--- config.mk ---
export PLATFORM = sky130hd
export DESIGN_NAME = cache_refill_flat
export DESIGN_NICKNAME = d
export VERILOG_FILES = /design/src/rtl/cache_pkg.sv /design/src/rtl/cache_refill_if.sv /design/src/rtl/cache_refill.sv /design/src/flat_wrapper.sv
export SDC_FILE = /design/constraint.sdc
export NUM_CORES = 1
export LEC_CHECK = 0
export BUFFER_PORTS_ARGS = -buffer_cell sky130_fd_sc_hd__buf_2
export CAP_MARGIN = 0
export CORE_MARGIN = 8
export CORE_UTILIZATION = 59
export DETAILED_ROUTE_END_ITERATION = 16
export HOLD_SLACK_MARGIN = 0.08
export PLACE_DENSITY = 0.85
export SETUP_SLACK_MARGIN = 0.5
export SYNTH_ARGS = -nofsm -noshare
export SYNTH_HDL_FRONTEND = slang
export SYNTH_SLANG_ARGS = --single-unit
--- constraint.sdc ---
create_clock -name inp_clk -period 3.4 [get_ports inp_clk]
set_input_delay 0.68 -clock inp_clk [delete_from_list [all_inputs] [get_ports inp_clk]]
set_output_delay 0.68 -clock inp_clk [all_outputs]
set_load 0.05 [all_outputs]
--- src/rtl/cache_pkg.sv ---
// Shared instruction-cache definitions: geometry, address field ranges and
// the refill engine state encoding, used by both the cache and its refill engine.
package cache_pkg;

  localparam int CACHE_LINES = 8;
  localparam int LINE_WORDS  = 4;
  localparam int WORD_W      = 16;
  localparam int LINE_W      = 64;
  localparam int ADDR_W      = 16;

  localparam int TAG_HI    = 15;
  localparam int TAG_LO    = 6;
  localparam int INDEX_HI  = 5;
  localparam int INDEX_LO  = 3;
  localparam int OFFSET_HI = 2;
  localparam int OFFSET_LO = 1;

  typedef enum logic [1:0] {
    ST_IDLE  = 2'd0,
    ST_FETCH = 2'd1,
    ST_FILL  = 2'd2
  } refill_state_e;

  function automatic logic [ADDR_W-1:0] line_base(input logic [ADDR_W-1:0] addr);
    return {addr[ADDR_W-1:INDEX_LO], 3'b000};
  endfunction

endpackage

--- src/rtl/cache_refill_if.sv ---
// Bundle of the refill engine's cache-side and memory-side signals.
// The master modport is the refill engine; slave is the cache/memory side.
interface cache_refill_if #(
  parameter int ADDR_W     = 16,
  parameter int WORD_W     = 16,
  parameter int LINE_WORDS = 4
);

  logic                         inp_miss;
  logic [ADDR_W-1:0]            inp_address;
  logic                         out_busy;
  logic                         out_mem_req;
  logic [ADDR_W-1:0]            out_mem_addr;
  logic                         inp_mem_ack;
  logic [WORD_W-1:0]            inp_mem_data;
  logic [WORD_W*LINE_WORDS-1:0] out_lineData;
  logic [ADDR_W-1:0]            out_line_addr;
  logic                         out_line_valid;

  modport master (
    input  inp_miss, inp_address, inp_mem_ack, inp_mem_data,
    output out_busy, out_mem_req, out_mem_addr,
    output out_lineData, out_line_addr, out_line_valid
  );

  modport slave (
    output inp_miss, inp_address, inp_mem_ack, inp_mem_data,
    input  out_busy, out_mem_req, out_mem_addr,
    input  out_lineData, out_line_addr, out_line_valid
  );

endinterface

--- src/rtl/cache_refill.sv ---
// Miss-side refill engine: fetches the four words of a missing line over a
// req/ack memory port and presents the packed line to the cache for one cycle.
module cache_refill
  import cache_pkg::*;
#(
  parameter int ADDR_W     = 16,
  parameter int WORD_W     = 16,
  parameter int LINE_WORDS = 4
) (
  input  logic           inp_clk,
  input  logic           inp_rst_n,
  cache_refill_if.master bus
);

  localparam int IDX_W   = $clog2(LINE_WORDS);
  localparam int LINE_WL = WORD_W * LINE_WORDS;

  refill_state_e        state_q, state_d;
  logic [IDX_W-1:0]     idx_q, idx_d;
  logic [IDX_W-1:0]     idx_inc_s;
  logic [ADDR_W-1:0]    base_q, base_d;
  logic [WORD_W-1:0]    wbuf_q [LINE_WORDS];
  logic [WORD_W-1:0]    wbuf_d [LINE_WORDS];
  logic                 busy_q, busy_d;
  logic                 mem_req_q, mem_req_d;
  logic [ADDR_W-1:0]    mem_addr_q, mem_addr_d;
  logic [LINE_WL-1:0]   line_data_q, line_data_d;
  logic [ADDR_W-1:0]    line_addr_q, line_addr_d;
  logic                 line_valid_q, line_valid_d;

  assign idx_inc_s = idx_q + IDX_W'(1);

  // Next-state, word capture and output register values
  always_comb begin
    state_d      = state_q;
    idx_d        = idx_q;
    base_d       = base_q;
    wbuf_d       = wbuf_q;
    busy_d       = busy_q;
    mem_req_d    = mem_req_q;
    mem_addr_d   = mem_addr_q;
    line_data_d  = line_data_q;
    line_addr_d  = line_addr_q;
    line_valid_d = 1'b0;

    case (state_q)
      ST_IDLE: begin
        if (bus.inp_miss) begin
          state_d    = ST_FETCH;
          base_d     = {bus.inp_address[ADDR_W-1:3], 3'b000};
          idx_d      = {IDX_W{1'b0}};
          busy_d     = 1'b1;
          mem_req_d  = 1'b1;
          mem_addr_d = {bus.inp_address[ADDR_W-1:3], 3'b000};
        end else begin
          busy_d    = 1'b0;
          mem_req_d = 1'b0;
        end
      end

      ST_FETCH: begin
        if (bus.inp_mem_ack) begin
          wbuf_d[idx_q] = bus.inp_mem_data;
          if (idx_q == IDX_W'(LINE_WORDS - 1)) begin
            // Line is complete: publish it on the edge that enters FILL
            state_d      = ST_FILL;
            mem_req_d    = 1'b0;
            line_addr_d  = base_q;
            line_valid_d = 1'b1;
            for (int k = 0; k < LINE_WORDS; k++) begin
              line_data_d[k*WORD_W +: WORD_W] = wbuf_d[k];
            end
          end else begin
            idx_d      = idx_inc_s;
            mem_addr_d = base_q + {{(ADDR_W-IDX_W-1){1'b0}}, idx_inc_s, 1'b0};
          end
        end else begin
          state_d = ST_FETCH;
        end
      end

      ST_FILL: begin
        state_d   = ST_IDLE;
        busy_d    = 1'b0;
        mem_req_d = 1'b0;
      end

      default: begin
        state_d   = ST_IDLE;
        idx_d     = {IDX_W{1'b0}};
        busy_d    = 1'b0;
        mem_req_d = 1'b0;
      end
    endcase
  end

  // State and datapath registers; reset discards any partial line
  always_ff @(posedge inp_clk or negedge inp_rst_n) begin
    if (!inp_rst_n) begin
      state_q      <= ST_IDLE;
      idx_q        <= {IDX_W{1'b0}};
      base_q       <= {ADDR_W{1'b0}};
      busy_q       <= 1'b0;
      mem_req_q    <= 1'b0;
      mem_addr_q   <= {ADDR_W{1'b0}};
      line_data_q  <= {LINE_WL{1'b0}};
      line_addr_q  <= {ADDR_W{1'b0}};
      line_valid_q <= 1'b0;
      for (int k = 0; k < LINE_WORDS; k++) begin
        wbuf_q[k] <= {WORD_W{1'b0}};
      end
    end else begin
      state_q      <= state_d;
      idx_q        <= idx_d;
      base_q       <= base_d;
      busy_q       <= busy_d;
      mem_req_q    <= mem_req_d;
      mem_addr_q   <= mem_addr_d;
      line_data_q  <= line_data_d;
      line_addr_q  <= line_addr_d;
      line_valid_q <= line_valid_d;
      wbuf_q       <= wbuf_d;
    end
  end

  assign bus.out_busy       = busy_q;
  assign bus.out_mem_req    = mem_req_q;
  assign bus.out_mem_addr   = mem_addr_q;
  assign bus.out_lineData   = line_data_q;
  assign bus.out_line_addr  = line_addr_q;
  assign bus.out_line_valid = line_valid_q;

endmodule

--- src/flat_wrapper.sv ---
// flat-port wrapper written by rule: the top's interface ports become plain ports
module cache_refill_flat import cache_pkg::*;
#(
  parameter int ADDR_W     = 16,
  parameter int WORD_W     = 16,
  parameter int LINE_WORDS = 4
)
  (inp_clk, inp_rst_n, bus_inp_miss, bus_inp_address, bus_inp_mem_ack, bus_inp_mem_data, bus_out_busy, bus_out_mem_req, bus_out_mem_addr, bus_out_lineData, bus_out_line_addr, bus_out_line_valid);
  cache_refill_if #(.ADDR_W(ADDR_W), .WORD_W(WORD_W), .LINE_WORDS(LINE_WORDS)) bus_i ();
  input  logic inp_clk;
  input  logic inp_rst_n;
  input wire logic [$bits(bus_i.inp_miss)-1:0] bus_inp_miss;
  input wire logic [$bits(bus_i.inp_address)-1:0] bus_inp_address;
  input wire logic [$bits(bus_i.inp_mem_ack)-1:0] bus_inp_mem_ack;
  input wire logic [$bits(bus_i.inp_mem_data)-1:0] bus_inp_mem_data;
  output wire logic [$bits(bus_i.out_busy)-1:0] bus_out_busy;
  output wire logic [$bits(bus_i.out_mem_req)-1:0] bus_out_mem_req;
  output wire logic [$bits(bus_i.out_mem_addr)-1:0] bus_out_mem_addr;
  output wire logic [$bits(bus_i.out_lineData)-1:0] bus_out_lineData;
  output wire logic [$bits(bus_i.out_line_addr)-1:0] bus_out_line_addr;
  output wire logic [$bits(bus_i.out_line_valid)-1:0] bus_out_line_valid;
  assign bus_i.inp_miss = bus_inp_miss;
  assign bus_i.inp_address = bus_inp_address;
  assign bus_i.inp_mem_ack = bus_inp_mem_ack;
  assign bus_i.inp_mem_data = bus_inp_mem_data;
  assign bus_out_busy = bus_i.out_busy;
  assign bus_out_mem_req = bus_i.out_mem_req;
  assign bus_out_mem_addr = bus_i.out_mem_addr;
  assign bus_out_lineData = bus_i.out_lineData;
  assign bus_out_line_addr = bus_i.out_line_addr;
  assign bus_out_line_valid = bus_i.out_line_valid;
  cache_refill #(.ADDR_W(ADDR_W), .WORD_W(WORD_W), .LINE_WORDS(LINE_WORDS)) u_core (.inp_clk(inp_clk), .inp_rst_n(inp_rst_n), .bus(bus_i));
endmodule
-- After elaboration in Yosys (flattened, before gate mapping)
Index checks and enable logic that the tools add are counted.
- add/sub/neg operators: 2
- order comparisons: 2
- equality and inequality tests: 8
- muxes and demuxes: 23
- bitwise gates (word level): 2
- reductions and logical operators: 10
- operators by type and width (cell ; number):
    $bwmux 64 ; 1
    $mux 16 ; 4
    $demux 16 s2 ; 1
    $pmux 16 s2 ; 1
    $add 16x3->16 ; 1
    $mux 2 ; 6
    $reduce_and 2->1 ; 4
    $reduce_and 4->1 ; 2
    $mux 1 ; 6
    $ne 2x2->1 const B ; 3
    $pmux 2 s3 ; 1
    $eq 2x2->1 const B ; 2
    $pmux 1 s2 ; 2
    $pmux 2 s2 ; 1
    $ge 3x3->1 const B ; 1
    $lt 3x1->1 const B ; 1
    $ne 3x2->1 const B ; 1
    $not 2->3 ; 1
    $reduce_and 3->1 ; 1
    $add 2x1->2 const B ; 1
    $eq 2x1->1 const B ; 1
    $logic_not 2->1 ; 1
    $ne 2x1->1 const B ; 1
    $reduce_bool 2->1 ; 1
    other kinds (2) ; 2
- bits in registers: 177
- input bits: 36
- output and inout port bits: 99
- word-level logic and storage cells: 60

-- Depth between registers and ports, before layout
Gate-level depths: netlist (run 1).
- word-level depth: 6
- mapped depth: 6
- gate-level depth less buffers: 5

-- Worst setup path before layout (run 1)
OpenSTA, ideal clock, no wires.
- path kind: input to register
- start point: input port bus_inp_mem_ack
- end point: register u_core.mem_addr_q[10], in the netlist u_core.bus.out_mem_addr[10]
- library setup time: 0.125 ns
- arrival: 1.739 ns
- data required time: 3.275 ns
- path slack: 1.536 ns
- stages: 6
- buffers on the path: 3
- path through: buf_4 > nor2b_1 > a21o_1 > buf_6 > buf_8 > mux2_4
- longest elaborated chain between the ends: 2
- ends and longest elaborated chain (element ; RTL line ; RTL):
    start: declaration ; flat_wrapper.sv:14 ; input wire logic [$bits(bus_i.inp_mem_ack)-1:0] bus_inp_mem_ack;
    $ne 2x2->1 (no line) ; - ;
    $reduce_and 4->1 (no line) ; - ;
    end signal: assignment ; cache_refill.sv:105 ; mem_addr_q <= {ADDR_W{1'b0}};
    end signal: assignment ; cache_refill.sv:118 ; mem_addr_q <= mem_addr_d;
    end: declaration ; cache_refill.sv:26 ; logic [ADDR_W-1:0] mem_addr_q, mem_addr_d;
Every way passes these cells.
A chain may end at the register's enable or synchronous reset.

-- Final worst setup path (run 1)
- start point: register u_core.idx_q[0]
- end point: register u_core.line_data_q[31], in the netlist u_core.bus.out_lineData[31]
- longest elaborated chain between the ends: 6
- elaborated cells between the ends (all ways): 9
- classes of those cells: order compare: 2; eq/ne: 1; mux: 3; bitwise: 1; reduce/logical: 2
- ends and longest elaborated chain (element ; RTL line ; RTL):
    start: declaration ; cache_refill.sv:19 ; logic [IDX_W-1:0] idx_q, idx_d;
    start signal: assignment ; cache_refill.sv:101 ; idx_q <= {IDX_W{1'b0}};
    start signal: assignment ; cache_refill.sv:114 ; idx_q <= idx_d;
    $not 2->3 (implied by the code) ; cache_refill.sv:63 ; wbuf_d[idx_q] = bus.inp_mem_data;
    $ge 3x3->1 (implied by the code) or $lt 3x1->1 (tied branches) ; cache_refill.sv:63 ;
    $logic_and 1x1->1 (implied by the code) ; cache_refill.sv:63 ;
    $mux 16 (implied by the code) ; cache_refill.sv:63 ;
    $demux 16 s2 ; cache_refill.sv:63 ;
    $bwmux 64 ; cache_refill.sv:63 ;
    end signal: assignment ; cache_refill.sv:106 ; line_data_q <= {LINE_WL{1'b0}};
    end signal: assignment ; cache_refill.sv:119 ; line_data_q <= line_data_d;
    end: declaration ; cache_refill.sv:27 ; logic [LINE_WL-1:0] line_data_q, line_data_d;
Several ways; a longest one is shown, not always the timed one.

==> results_dict.tcl, run 1 <==
set metrics [dict create \
    finalSetupViolations 0 \
    max_freq_mhz 449 \
    drc 0 \
    num_vias 4469 \
    status "finished, final reports clean" \
    criticalPathCategory "flop to flop" \
    cts.sinks 160 \
    gp_congestion 0.761 \
    cts_setup_buffers 0 \
    ios 135 \
    min_path_type "flop to flop" \
    grt_start_max_net_pins 126 \
    slew_viol_final 0 \
    fin_crit_sh_pct 65.5 \
    wl_per_cell_um 18.0 \
    r2r_setup_slack_ns 1.17 \
    async_reset_ff_share_pct 100 \
    clk_pin_slew_ns 0.06 \
    cap_violations 0 \
    synthToLayoutAreaGrowth_pct 18.3 \
    arrival_ns 2.45 \
    num_antenna_cells 0 \
    std_cell_rows 39 \
    root_buffer "clkbuf_16" \
    grt_setup_unrepaired "no" \
    ys_seq_area_share_pct 59.4 \
    path_cells "ha_1, nand4b_1, buf_4, o21ai_0" \
    die-area_um2 15100 \
    coreArea_um2 11300 \
    cts_buffer_depth 2 \
    synthCells 553 \
    drive_gt1_share_pct 30.8 \
    start_kind "flop" \
    fin_skew_ns 0.00588 \
    totalWireLength_um 14900 \
    grt_pass1_wl_um 24500 \
    clk-insertion-delay-late_ns 0.42 \
    place_hpwl_um 9950 \
    setup-tns-final_ns 0 \
    die_x_um 123 \
    r2r-start "u_core.idx_q[0]$_DFFE_PN0P_" \
    reg2reg_depth 4 \
    ys_ff_latch 160 \
    tightestPinTransition_ns 1.15 \
    antenna_found_initial 0 \
    drtPass1Iterations 4 \
    synth_edf_count 0 \
    grt_pass1_vias 4780 \
    period_needed_ns 2.23 \
    die_h_um 123 \
    synth_area_um2 6740 \
    slew_headroom_pct 23.3 \
    fillCellCount 798 \
    grt_usage_pct 21.1 \
    critPathMaxFanout 125 \
    end_kind "flop" \
    gr-total-overflow 0 \
    synth_cell_types 28 \
    r2r-end "u_core.bus.out_lineData[31]$_DFFE_PN0P_" \
    vias_per_cell 5.40 \
    slowest_stage "buf_4" \
    hold_viol_final 0 \
    max_stage_delay_ns 0.83 \
    synth-main-ff-cell "dfrtp_1" \
    ant_nets 0 \
    cts.htree.levels 4 \
    worstPathRequired_ns 3.62 \
    start_util_pct 59.8 \
    syn-mean-instance-area_um2 12.2 \
    dr.first_iter.drc_count 296 \
    numCtsBuffers 17 \
    fin_nets 714 \
    crit_path_end "u_core.bus.out_lineData[31]$_DFFE_PN0P_" \
    yosysWarnings 0 \
    numPortBuffers 127 \
    crit_path_start "u_core.idx_q[0]$_DFFE_PN0P_" \
    cts_tree "yes" \
]
cell usage after synthesis, types with 2 or more instances:
| master | count | area, um^2 |
|---|---|---|
| mux2_2 | 37 | 417 |
| nand2_1 | 142 | 533 |
| buf_6 | 3 | 33.8 |
| buf_4 | 8 | 60.1 |
| nor2b_1 | 2 | 12.5 |
| inv_1 | 6 | 22.5 |
| buf_2 | 17 | 85.1 |
| ha_1 | 5 | 62.6 |
| mux2_1 | 43 | 484 |
| mux2i_1 | 48 | 480 |
| dfrtp_1 | 160 | 4000 |
| nand3_4 | 3 | 52.6 |
| clkbuf_1 | 9 | 33.8 |
| o21ai_0 | 49 | 245 |
| mux2_4 | 7 | 105 |
| and3_1 | 2 | 12.5 |
layout by cell type (no fill, tap or decap), drive strengths merged:
cell type	netlist	layout
mux2i	48	48
nand4b	1	1
nand3	4	4
nand2	142	142
and3	2	2
clkinv	0	4
inv	6	6
a21o	1	1
o211ai	1	1
o21bai	1	1
o21ai	50	50
buf	29	135
dfrtp	160	160
nor2	1	1
conb	1	4
bufinv	0	1
nor3b	1	1
clkinvlp	0	1
nor2b	2	2
mux2	87	87
ha	5	5
clkbuf	9	25
a31o	1	1
dlygate4sd3	0	1
a32o	1	1
layer usage:
| metal | track usage, % | wire length, um | share of wire [%] | vias to the layer above |
|---|---|---|---|---|
| li1 | - | - | - | 2090 |
| met1 | 26.2 | 6430 | 43 | 2226 |
| met2 | 33.6 | 7070 | 47 | 132 |
| met3 | 7.68 | 1190 | 8.0 | 21 |
| met4 | 7.01 | 201 | 1.3 | 0 |
| met5 | 0 | 0 | 0 | - |
timing repair:
action / 4_1_cts / 5_1_grt
hold buffers: 1 / 0
endpoints found under the hold margin: 12 / 0
gates resized for setup: 0 / 0
worst max-delay path: cells and delay by family (launching register included):
kind	cells	cell delay, ns
AO/OA/AOI/OAI	1	0.31
adder cells (fa/ha/maj)	1	0.25
buffers and inverters	1	0.83
flip-flops	1	0.43
AND/OR/NAND/NOR	1	0.12
area by class of cell:
class | instances | area, um^2 | area share [%]
inverter | 6 | 22.5 | 0.283
clock buffer | 25 | 485 | 6.09
clock inverter | 6 | 57.6 | 0.722
sequential | 160 | 4000 | 50.2
timing repair buffer | 136 | 724 | 9.09
tap | 143 | 179 | 2.24
multi-input combinational | 352 | 2500 | 31.3
cells by family after synthesis:
logic type      synth area share, %
compound gates                 4.33
fa+ha+maj                     0.928
buf+inv                        3.71
flops                          59.4
mux                            22.1
other cells                  0.0556
simple gates                   9.51
worst min-delay path by stage:
stage               cells after the start                                        to                                     start  slack [ns]
global route                            2           u_core.bus.out_busy$_DFFE_PN0P_           u_core.bus.out_busy$_DFFE_PN0P_        0.48
detailed placement                      2  u_core.bus.out_line_addr[15]$_DFFE_PN0P_  u_core.bus.out_line_addr[15]$_DFFE_PN0P_        0.46
global placement                        2   u_core.bus.out_lineData[56]$_DFFE_PN0P_   u_core.bus.out_lineData[56]$_DFFE_PN0P_        0.46
CTS                                     2  u_core.bus.out_line_addr[15]$_DFFE_PN0P_  u_core.bus.out_line_addr[15]$_DFFE_PN0P_        0.47
finish                                  2  u_core.bus.out_line_addr[15]$_DFFE_PN0P_  u_core.bus.out_line_addr[15]$_DFFE_PN0P_        0.47
floorplan                               0             u_core.base_q[10]$_DFFE_PN0P_                                 inp_rst_n        0.38
registers in the layout, indices dropped and copies added (netlist names):
signal	cells
u_core.bus.out_mem_req	1
u_core.idx_q	2
u_core.state_q	2
u_core.bus.out_lineData	64
u_core.bus.out_busy	1
u_core.wbuf_q	48
u_core.bus.out_mem_addr	15
u_core.base_q	13
u_core.bus.out_line_valid	1
u_core.bus.out_line_addr	13
stage by stage:
stage,instance area (um^2),cells,hold WS (ns),worst slack [ns],util (%)
after floorplan,6750,556,0.384,1.54,-
after global placement,7420,796,0.455,1.02,65.8
after detailed placement,7420,796,0.459,0.954,65.8
after CTS,7970,828,0.473,1.21,70.7
after global routing,7970,828,0.480,0.966,70.7
final,7970,828,0.468,1.17,70.7
Power of run 1 is left out: the tool's default activity adds up to more than one toggle a clock period on the data nets, which glitch-free logic cannot reach.
==> run 2, diff against run 1 <==
Settings changed: ABC_AREA from default to 1, CORE_UTILIZATION 59 to 49, PLACE_DENSITY 0.85 to 0.75.
Clock period 3.4 ns to 1.9 ns, I/O delays scaled along.
==> run 2 against run 1 <==
Global-route usage fell by 0.060 points. First-iteration DRC count rose by 110%. Routed wire length up 51%. Core utilization grew 0.71 points. Maximum frequency rose by 49%. Highest routed layer unchanged. Critical path type unchanged. Via count grew 40%. Worst hold slack got worse by 0.25 ns. Sequential share of layout area fell by 9.5 points. Critical path depth rose by 4. Sequential cell count is the same.
==> results_dict.tcl, run 2 <==
set metrics [dict create \
    status "finished, final reports clean" \
    start_kind "flop" \
    grt_start_max_net_pins 57 \
    numPortBuffers 127 \
    worst_ir_drop_vdd_uv 1210 \
    grt_setup_unrepaired "yes" \
    wl_per_cell_um 19.3 \
    critPathMaxFanout 8 \
    synth_cell_types 19 \
    clk_pin_slew_ns 0.06 \
    async_reset_ff_share_pct 100 \
    min_path_type "primary input to flop" \
    cts_tree "yes" \
    die_h_um 134 \
    grt_pass1_vias 5582 \
    ys_seq_area_share_pct 58.5 \
    fillCellCount 986 \
    layout_common_cells "nand2_1, dfrtp_1, buf_6" \
    cts.htree.levels 4 \
    pwr_density_cell_nw_per_um2 2090 \
    yosys.cell_count.top_type "nand2_1" \
    clk-insertion-delay-late_ns 0.42 \
    yosysTopAreaCell "dfrtp_1" \
    final_common_cell "nand2_1" \
    end_kind "flop" \
    fin_crit_sh_pct 78.4 \
    synth_edf_count 0 \
    die-area_um2 18000 \
    worstPathRequired_ns 2.26 \
    antenna_found_initial 0 \
    ys_top_cells_by_area "dfrtp_1, nand2_1, o21ai_0" \
    num_antenna_cells 0 \
    fin_skew_ns 0.0105 \
    whs_ns 0.221 \
    gr-total-overflow 0 \
    start_util_pct 49.7 \
    ios 135 \
    synthCells 811 \
    place_hpwl_um 11100 \
    root_buffer "clkbuf_16" \
    period_needed_ns 1.49 \
    synthToLayoutAreaGrowth_pct 43.9 \
    cap_violations 0 \
    synth_area_um2 6840 \
    vias_per_cell 5.37 \
    r2r_setup_slack_ns 0.41 \
    drive_gt1_share_pct 30.7 \
    post-synth-top-area-fraction_pct 58.5 \
    cts.sinks 160 \
    finalSetupViolations 0 \
    setup-tns-final_ns 0 \
    register_area_um2 4010 \
    synth-main-ff-cell "dfrtp_1" \
    multiInputGateArea_um2 2590 \
    grt_pass1_wl_um 29600 \
    totalWireLength_um 22400 \
    leakagePower_nw 5.02 \
    slew_viol_final 0 \
    std_cell_rows 43 \
    cts_buffer_depth 2 \
    yosysWarnings 0 \
    synth_commonest_cells "nand2_1, dfrtp_1, o21ai_0" \
    coreArea_um2 13800 \
    gp_congestion 0.763 \
    drtPass1Iterations 5 \
    arrival_ns 1.85 \
    num_vias 6245 \
    die_x_um 134 \
    hold_viol_final 0 \
    drc 0 \
    dr.first_iter.drc_count 620 \
    ys_ff_latch 160 \
    largest_reg_flops 64 \
    ant_nets 0 \
    syn-mean-instance-area_um2 8.43 \
    numCtsBuffers 17 \
    criticalPathCategory "flop to flop" \
    grt_usage_pct 21.0 \
    fin_nets 1011 \
    max_freq_mhz 671 \
]
==> run 2: cell type report <==
cell class | instances | share of cell area [%]
clock buffer | 23 | 4.96
timing repair buffer | 186 | 21.5
inverter | 71 | 2.79
tap | 180 | 2.29
sequential | 160 | 40.7
multi-input combinational | 534 | 26.4
clock inverter | 9 | 1.30
==> run 2: routing by layer <==
layer / track usage, % / wire length [um]
met5: 0 / 0
met4: 6.61 / 816
met3: 6.84 / 2100
met2: 33.1 / 10700
met1: 27.0 / 8840
==> run 2: logic make-up after synthesis <==
| kind of cell | synth area share, % |
|---|---|
| fa+ha+maj | 0.915 |
| flops | 58.5 |
| simple gates | 21.2 |
| buf+inv | 8.34 |
| compound gates | 11.0 |
| other cells | 0.0548 |
==> run 2: worst paths after layout <==
kind / from / to / cells past startpoint
max: u_core.idx_q[0]$_DFFE_PN0P_ / u_core.bus.out_lineData[19]$_DFFE_PN0P_ / 8
min: bus_inp_address[6] / u_core.base_q[6]$_DFFE_PN0P_ / 3
max reg2reg: u_core.idx_q[0]$_DFFE_PN0P_ / u_core.bus.out_lineData[19]$_DFFE_PN0P_ / 8
min reg2reg: u_core.bus.out_lineData[14]$_DFFE_PN0P_ / u_core.bus.out_lineData[14]$_DFFE_PN0P_ / 2
max in group asynchronous: inp_rst_n / u_core.bus.out_line_addr[9]$_DFFE_PN0P_ / 3
min in group asynchronous: inp_rst_n / u_core.wbuf_q[34]$_DFFE_PN0N_ / 2
==> run 2: repair_timing <==
action / 4_1_cts / 5_1_grt
buffers inserted: 11 / 9
endpoints found under the setup margin: 231 / 205
gates resized for setup: 140 / 211
cloned: 6 / 18
pin swaps: 4 / 29
endpoints found under the hold margin: 36 / 0
hold buffers: 1 / 0
==> run 2: where the power goes <==
part / internal [mW] / switching [mW]
sequential: 4.91 / 0.915
clock: 2.21 / 1.38
combinational: 3.95 / 7.21
total: 11.1 / 9.51
==> run 2: metrics by stage <==
stage          cells  cell area (um^2)  worst slack [ns]  utilization, %  power [mW]
2_1_floorplan    814              6860             0.521               -        11.7
3_3_place_gp    1086              7590             0.327            55.1        13.4
3_5_place_dp    1086              7590             0.274            55.1        13.6
4_1_cts         1136              8860             0.425            64.3        18.7
5_1_grt         1163              9840             0.322            71.4        21.6
6_report        1163              9840             0.410            71.4        20.6
==> run 2: worst max-delay path, stage by stage (launching register included) <==
cell,delay (ns)
dfrtp_2,0.44
ha_4,0.20
nand2_4,0.07
nor2_4,0.13
buf_6,0.13
buf_12,0.15
clkbuf_16,0.17
nand2_2,0.06
nand2_2,0.08
Power figures use the tool's default switching activity.
